`src/rtl/clkgate_ctrl.sv`:
```
// clkgate_ctrl: run/halt/step sequencer that drives edgegate.en.
// The enable is a flop that only changes on the rising edge of clk, so the
// downstream gate never sees it move during a high phase.
//
// Command handshake: cmd_ready is tied high, so a command is taken on every
// rising edge where cmd_valid is 1; there is no back-pressure.
module clkgate_ctrl #(
  parameter int CW = 16,
  parameter int PW = 32
) (
  input  logic          clk,
  input  logic          rst,
  input  logic          cmd_valid,
  output logic          cmd_ready,
  input  logic [1:0]    cmd_op,
  input  logic [CW-1:0] cmd_count,
  input  logic          halt_req,
  output logic          gate_en,
  output logic          running,
  output logic [CW-1:0] remaining,
  output logic [PW-1:0] pulse_count,
  output logic          done,
  output logic          abort,
  output logic          cmd_err,
  output logic [1:0]    dbg_state
);

  typedef enum logic [1:0] {
    ST_HALTED = 2'd0,
    ST_RUN    = 2'd1,
    ST_BURST  = 2'd2
  } state_e;

  localparam logic [1:0] OP_HALT   = 2'b00;
  localparam logic [1:0] OP_RUN    = 2'b01;
  localparam logic [1:0] OP_STEP   = 2'b10;
  localparam logic [1:0] OP_CLRCNT = 2'b11;

  state_e        state_q, state_d;
  logic          gate_en_q, gate_en_d;
  logic [CW-1:0] remaining_q, remaining_d;
  logic [PW-1:0] pulse_count_q, pulse_count_d;
  logic          done_q, done_d;
  logic          abort_q, abort_d;
  logic          cmd_err_q, cmd_err_d;

  logic is_run, is_step, is_halt, is_clr, stop_req;

  assign is_run   = cmd_valid && (cmd_op == OP_RUN);
  assign is_step  = cmd_valid && (cmd_op == OP_STEP);
  assign is_halt  = cmd_valid && (cmd_op == OP_HALT);
  assign is_clr   = cmd_valid && (cmd_op == OP_CLRCNT);
  // A halt from either source outranks completion and new commands.
  assign stop_req = halt_req || is_halt;

  // Next-state, remaining count and event pulses.
  always_comb begin
    state_d     = state_q;
    remaining_d = remaining_q;
    done_d      = 1'b0;
    abort_d     = 1'b0;
    cmd_err_d   = 1'b0;
    unique case (state_q)
      ST_HALTED: begin
        if (is_run || is_step) begin
          if (halt_req) begin
            cmd_err_d = 1'b1;
          end else if (is_run) begin
            state_d = ST_RUN;
          end else if (cmd_count == '0) begin
            remaining_d = '0;
            done_d      = 1'b1;
          end else begin
            state_d     = ST_BURST;
            remaining_d = cmd_count;
          end
        end
      end
      ST_RUN: begin
        if (stop_req) begin
          state_d = ST_HALTED;
          abort_d = 1'b1;
        end else if (is_run || is_step) begin
          cmd_err_d = 1'b1;
        end
      end
      ST_BURST: begin
        if (stop_req) begin
          // Keep the un-executed count; this cycle's decrement is dropped.
          state_d = ST_HALTED;
          abort_d = 1'b1;
        end else begin
          cmd_err_d = is_run || is_step;
          if (remaining_q == CW'(1)) begin
            state_d     = ST_HALTED;
            remaining_d = '0;
            done_d      = 1'b1;
          end else begin
            remaining_d = remaining_q - CW'(1);
          end
        end
      end
      default: begin
        state_d = ST_HALTED;
      end
    endcase
    gate_en_d = (state_d != ST_HALTED);
  end

  // Pulse counter: counts cycles with the enable high; CLRCNT wins.
  always_comb begin
    pulse_count_d = pulse_count_q + PW'(gate_en_q);
    if (is_clr) pulse_count_d = '0;
  end

  // State and output registers with synchronous reset.
  always_ff @(posedge clk) begin
    if (rst) begin
      state_q       <= ST_HALTED;
      gate_en_q     <= 1'b0;
      remaining_q   <= '0;
      pulse_count_q <= '0;
      done_q        <= 1'b0;
      abort_q       <= 1'b0;
      cmd_err_q     <= 1'b0;
    end else begin
      state_q       <= state_d;
      gate_en_q     <= gate_en_d;
      remaining_q   <= remaining_d;
      pulse_count_q <= pulse_count_d;
      done_q        <= done_d;
      abort_q       <= abort_d;
      cmd_err_q     <= cmd_err_d;
    end
  end

  assign cmd_ready   = 1'b1;
  assign gate_en     = gate_en_q;
  assign running     = gate_en_q;
  assign remaining   = remaining_q;
  assign pulse_count = pulse_count_q;
  assign done        = done_q;
  assign abort       = abort_q;
  assign cmd_err     = cmd_err_q;
  assign dbg_state   = state_q;

endmodule

```
`config.mk`:
```
export PLATFORM = sky130hd
export DESIGN_NAME = clkgate_ctrl
export DESIGN_NICKNAME = d
export VERILOG_FILES = /design/src/rtl/clkgate_ctrl.sv
export SDC_FILE = /design/constraint.sdc
export NUM_CORES = 1
export LEC_CHECK = 0
export ABC_AREA = 1
export BUFFER_PORTS_ARGS = -buffer_cell sky130_fd_sc_hd__buf_2
export CAP_MARGIN = 20
export CORE_MARGIN = 1.5
export CORE_UTILIZATION = 49
export DETAILED_ROUTE_END_ITERATION = 8
export GPL_TIMING_DRIVEN = 0
export HOLD_SLACK_MARGIN = 0.15
export PLACE_DENSITY = 0.8
export RECOVER_POWER = 100
export SLEW_MARGIN = 10
export SYNTH_ARGS = -nofsm -noshare
export SYNTH_HDL_FRONTEND = slang
export SYNTH_SLANG_ARGS = --single-unit
```
`constraint.sdc`:
```
create_clock -name clk -period 1.63 [get_ports clk]
set_input_delay 0.163 -clock clk [delete_from_list [all_inputs] [get_ports clk]]
set_output_delay 0.163 -clock clk [all_outputs]
set_load 0.02 [all_outputs]
```
==> results.yml, run 1 <==
cells_and_area:
  syn_to_final_growth_pct: 24.5
  fin_util_pct: 62.5
  final_net_count: 675
  diodes: 0
  layout_cells_sized_above_1_pct: 20.2
  nFillCells: 668
  multi_input_area_sq_um: 2080
  layout.area.seq_sq_um: 1090
global_route:
  antenna_found_initial: 0
  grt.met1_usage_pct: 31.9
  use_met3_pct: 3.85
  grt_usage_pct: 25.4
  global_route.overflow_total: 0
  via_count_of_the_first_global_routing_pass: 3230
  grt.busiest_layer: "met2"
  grt_pass1_wl_microns: 15000
  met2_usage_grt_pct: 45.0
  grt_max_degree: 16
detailed_routing:
  postRouteWirelength_microns: 9690
  route.vias.total: 3785
  remaining_drc_errors: 0
  detailedRoute.firstPassIterationCount: 5
  dr.first_iter.drc_count: 222
  routed_wire_length_per_instance_microns: 13.4
  route.detailed.vias_per_inst: 5.22
  postRouteAntennaNets: 0
synth:
  mappedNetlistArea_sq_um: 3370
  number_of_enable_flip_flop_cells_after_synthesis: 0
  synthArstFlopShare_pct: 0
  synthesis.instances: 547
  syn_area_per_cell_sq_um: 6.17
  synth.top_cells.by_count: "140 x nand2_1, 98 x nor2_1, 73 x inv_1, 54 x dfxtp_1, 37 x nand3_1"
  synth-seq-cells: 54
  synth_top_area_share_pct: 32.0
  synthesis_warning_total: 0
  synth_sequential_area_ratio_pct: 32.0
  synthTopCellsByArea: "dfxtp_1 32%, nand2_1 16%, nor2_1 11%, inv_1 8.1%, nand3_1 5.5%"
  yosys_most_used_dff: "dfxtp_1"
  post-synth-top-count-cell: "nand2_1"
  ys_types: 36
  syn_nets: 577
  yosys.area.top_type: "dfxtp_1"
critical_path:
  timing.critical_path.to_type: "flip-flop"
  cp_max_fo: 4
  critical_path_class: "reg2reg"
  worst_setup_path_start_kind: "flip-flop"
  worst_path_required_ps: 1870
  critical_path_arrival_ps: 1950
power:
  power.density_cell_area_nw_per_um2: 734
  ir_worst_vdd_uv: 448
  power.static_leakage_nw: 1.94
die:
  die_height_microns: 86.0
  fp.coreArea_sq_um: 6720
  io_pins: 78
  fp-row-count: 30
  die-width_microns: 86.0
  die_area_sq_um: 7390
  floorplan.initialDensity_pct: 50.2
sta:
  timing.slew.headroom_pct: 59.7
  fin_skew_ps: 8.08
  timing.final.ws_setup_ps: -82.6
  setup_viol_count_final: 7
  final_max_slew_viol_count: 0
  hold_violations: 0
  min_period_over_period_pct: 105
  grt_setup_unrepaired: "true"
  fin_crit_ps: 1710
  timing_worst_slew_pin_value_ps: 604
  fmax_mhz: 584
run_status:
  run_status: "finished with violations"
  failed_checks: "setup timing"
placement:
  portBuffers: 75
  hpwl_microns: 7220
  gp_routability_congestion: 0.927
  preCtsSetupSlack_ps: -105
cts:
  worst_skew_pair.late_latency_ps: 310
  hold_buffers: 0
  number_of_buffers_on_the_longest_clock_path: 2
  cts_made_buffers: 5
  clock_sink_count: 54
  cts-htree-levels: 2
  clk_pin_slew_worst_paths_ps: 90
  cts_tree: "built"
  clock_tree.root_cell: "clkbuf_8"
job:
  timing.max_cap.violations: 0
worst_hold_path:
  hp-class: "in2reg"
==> registers in the layout (all words and copies together) (netlist names) <==
name / flops
dbg_state: 2
cmd_err: 1
done: 1
pulse_count: 32
abort: 1
remaining: 16
gate_en: 1
==> per-layer routing <==
layer | up-vias | wire [microns] | share of wire [%]
met5 | - | 0 | 0
met4 | 0 | 215 | 2.2
met3 | 16 | 643 | 6.6
met1 | 1704 | 4030 | 42
li1 | 1910 | - | -
met2 | 155 | 4800 | 50
==> power breakdown <==
group	internal [mW]	leakage, nW	total [mW]	switching, mW
Sequential	1.37	0.440	1.44	0.0686
Clock	0.339	0.0443	0.780	0.441
Combinational	0.295	1.45	0.863	0.568
==> final timing paths <==
kind | start | slack (ps) | depth (start not counted) | end
setup / recovery | pulse_count[0] | -80 | 11 | pulse_count[26]
hold / removal | cmd_count[12] | 170 | 5 | remaining[12]
setup reg to reg | pulse_count[0] | -80 | 11 | pulse_count[26]
hold reg to reg | pulse_count[31] | 490 | 2 | pulse_count[31]
==> kinds of logic after synthesis <==
kind of cell / share of synthesized area (%)
AO/OA/AOI/OAI: 8.19
XOR/XNOR: 2.60
adder cells (fa/ha/maj): 2.97
buffers and inverters: 10.3
flip-flops: 32.0
other: 0.111
AND/OR/NAND/NOR: 43.8
==> what timing repair did <==
action | in CTS | in global routing
pin swaps | 3 | 14
setup endpoints to repair | 20 | 38
gates resized for setup | 7 | 41
setup buffers | 4 | 13
==> cells in the final DEF (no fill, tap or decap), drive strengths merged <==
cell type,count
nor3,24
inv,78
xnor2,1
nand4,11
nand2,145
nor4,1
nor3b,2
xor2,9
o21ai,16
buf,67
nand3b,4
a21oi,35
nand2b,1
clkbuf,42
conb,1
nor2,104
or2,2
nand3,38
o22ai,1
o21a,1
ha,8
dfxtp,54
==> stage by stage <==
stage | setup TNS, ps | area (sq um) | cells | power, mW | hold slack, ps
2_1_floorplan | -9.74 | 3410 | 547 | 2.06 | 329
3_3_place_gp | -549 | 3880 | 702 | 2.26 | 459
3_5_place_dp | -1110 | 3880 | 702 | 2.28 | 480
4_1_cts | -61.8 | 4020 | 713 | 3.05 | 165
5_1_grt | -1270 | 4200 | 725 | 3.26 | 187
6_report | -368 | 4200 | 725 | 3.08 | 174
==> worst max-delay path: stages (launching register included) <==
cell and delay, ps:
dfxtp_4 370, ha_4 150, ha_4 150, nand2_4 60, nor2_4 160, nand2_4 90
nor2_8 170, nand2_4 60, inv_2 50, nand2_2 50, or2_0 190, a21oi_1 150
==> area by class of cell <==
cell class	instances	share of cell area, %
plain buffers	11	1.91
clock buffers	7	2.06
inverters	78	6.97
multi-input cells	404	49.6
flip-flops and latches	54	26.0
well taps	80	2.38
repair buffers	91	11.1
Note: power is estimated with default switching activity, not from simulation.
==> inputs of run 2 (changes only) <==
--- a/config.mk
+++ b/config.mk
@@ -15,6 +15,8 @@
 export HOLD_SLACK_MARGIN = 0.15
 export PLACE_DENSITY = 0.8
 export RECOVER_POWER = 100
+export SETUP_SLACK_MARGIN = 0.02
+export SKIP_CTS_REPAIR_TIMING = 1
 export SLEW_MARGIN = 10
 export SYNTH_ARGS = -nofsm -noshare
 export SYNTH_HDL_FRONTEND = slang
==> run 2 against run 1 <==
Compared with the run above: the run still ends with setup timing left; clock-buffer cell count did not move; hold slack got worse by 6.0 ps; worst setup slack better by 34 ps; cell area shrank 0.15%; sequential share of layout area grew 0.098 points; die area stayed put; sequential power about the same; total power up 0.57%; fmax grew 2.0%; non-clock buffer count unchanged; largest power group unchanged; highest routed layer unchanged.
==> results.yml, run 2 (synthesized netlist as in run 1, its figures left out) <==
critical_path:
  critical_path.startpoint: "pulse_count[0]"
  worst_r2r_endpoint: "pulse_count[26]"
  crit_top_cell: "nand2_4"
  worst_r2r_startpoint: "pulse_count[0]"
  cp_slowest_cell: "dfxtp_4"
  cp_max_fo: 5
  worst-r2r-setup-slack_ps: -50
  setup.worst_path.end: "pulse_count[26]"
  cpPeakStageDelay_ps: 370
  critical_path_class: "reg2reg"
  timing.critical_path.to_type: "flip-flop"
  worst_setup_path_start_kind: "flip-flop"
  critical_path_cell_by_cell: "ha_4 -> ha_4 -> nand2_4 -> nor2_4 -> nand2_4 -> nor2_8 -> nand2_4 -> inv_2 -> nand2_2 -> or2_0 -> a21oi_1"
  worst_r2r_path_depth: 11
  worst_path_required_ps: 1870
  critical_path_arrival_ps: 1920
sta:
  timing.slew.headroom_pct: 62.3
  hold_violations: 0
  timing_worst_slew_pin_value_ps: 566
  final.setup.tns_ps: -49.0
  timing.final.ws_setup_ps: -49.0
  fmax_mhz: 596
  final_max_slew_viol_count: 0
  fin_skew_ps: 10.9
  grt_setup_unrepaired: "true"
  setup_viol_count_final: 1
  fin_crit_ps: 1680
  min_period_over_period_pct: 103
global_route:
  global_route.overflow_total: 0
  grt_usage_pct: 25.2
  grt_max_degree: 16
  via_count_of_the_first_global_routing_pass: 3201
  antenna_found_initial: 0
  grt_pass1_wl_microns: 14900
die:
  io_pins: 78
  die-width_microns: 86.0
  die_area_sq_um: 7390
  floorplan.initialDensity_pct: 50.2
  fp.coreArea_sq_um: 6720
  die_height_microns: 86.0
  fp-row-count: 30
detailed_routing:
  postRouteWirelength_microns: 9590
  route.detailed.vias_per_inst: 5.26
  remaining_drc_errors: 0
  route.vias.total: 3810
  postRouteAntennaNets: 0
  routed_wire_length_per_instance_microns: 13.2
  dr.first_iter.drc_count: 239
  detailedRoute.firstPassIterationCount: 4
cells_and_area:
  layout_cells_sized_above_1_pct: 17.5
  layout.area.seq_sq_um: 1090
  finish.instance_area_sq_um: 4190
  most-common-layout-cells: "137 x nand2_1, 91 x nor2_1, 70 x inv_1"
  mostFrequentLayoutCell: "nand2_1"
  number_of_flip_flops_in_the_largest_register: 32
  syn_to_final_growth_pct: 24.3
  multi_input_area_sq_um: 2090
  diodes: 0
  final_net_count: 675
  nFillCells: 669
power:
  intPower_mw: 2.01
  power.static_leakage_nw: 1.87
  part_of_the_power_in_combinational_logic_pct: 27.9
  power.total_mw: 3.10
  ir_worst_vdd_uv: 418
  pwr-share-clk_pct: 25.6
  sw_frac_of_total_pct: 35.2
  power.density_cell_area_nw_per_um2: 740
  power_frac_seq_pct: 46.5
  net-switching-power_mw: 1.09
cts:
  number_of_buffers_on_the_longest_clock_path: 2
  cts-htree-levels: 2
  clk_pin_slew_worst_paths_ps: 100
  worst_skew_pair.late_latency_ps: 310
  clock_sink_count: 54
  clock_tree.root_cell: "clkbuf_8"
  cts_tree: "built"
  cts_made_buffers: 5
job:
  timing.max_cap.violations: 0
worst_hold_path:
  whs_path_depth: 5
  hp-class: "in2reg"
run_status:
  failed_checks: "setup timing"
  run_status: "finished with violations"
placement:
  gp_routability_congestion: 0.927
  placed_cell_area_sq_um: 3880
  hpwl_microns: 7220
  portBuffers: 75
[run 2: changes by cell type in the layout (fill, tap and decap cells not counted), sizes merged]
cell	before	now
buf	67	48
clkbuf	42	61
[run 2: how the worst min path moves through the flow]
stage	start	to	slack (ps)
final	cmd_count[7]	remaining[7]	170
after global routing	cmd_valid	cmd_err	190
after CTS	cmd_valid	cmd_err	170
after detailed placement	pulse_count[30]	pulse_count[30]	480
after global placement	pulse_count[31]	pulse_count[31]	460
after floorplan	cmd_valid	cmd_err	330
[run 2: final cells by class]
type	instances	share of cell area, %
clock buffers	7	2.06
plain buffers	11	1.91
inverters	78	6.98
flip-flops and latches	54	26.1
multi-input cells	404	49.9
well taps	80	2.39
repair buffers	91	10.6
[run 2: critical path: cells and delay by family (launching register included)]
kind / cells / cell delay, ps
AND/OR/NAND/NOR: 7 / 740
flip-flops: 1 / 370
buffers and inverters: 1 / 50
AO/OA/AOI/OAI: 1 / 150
adder cells (fa/ha/maj): 2 / 290
[run 2: metrics by stage]
step / setup slack [ps] / hold WS, ps / utilization, % / std cells
after global routing: -141 / 187 / 62.4 / 725
final: -49.0 / 168 / 62.4 / 725
after global placement: -64.6 / 459 / 57.8 / 702
after CTS: -134 / 165 / 59.1 / 709
after detailed placement: -105 / 480 / 57.8 / 702
after floorplan: -9.74 / 329 / - / 547
[run 2: metal layers]
layer	track usage [%]	vias up	part of all wire [%]	wire length, microns
li1	-	1912	-	-
met1	31.7	1720	41	3920
met2	44.0	158	49	4740
met3	3.85	20	7.1	680
met4	8.06	0	2.5	244
met5	0	-	0	0
[run 2: power by group through the flow]
stage                     combinational (mW)  clock [mW]  sequential, mW
after floorplan                        0.532           0            1.52
after global placement                 0.794           0            1.47
after detailed placement               0.812           0            1.47
after CTS                              0.815       0.789            1.44
after global routing                   0.969       0.841            1.45
final                                  0.865       0.794            1.44
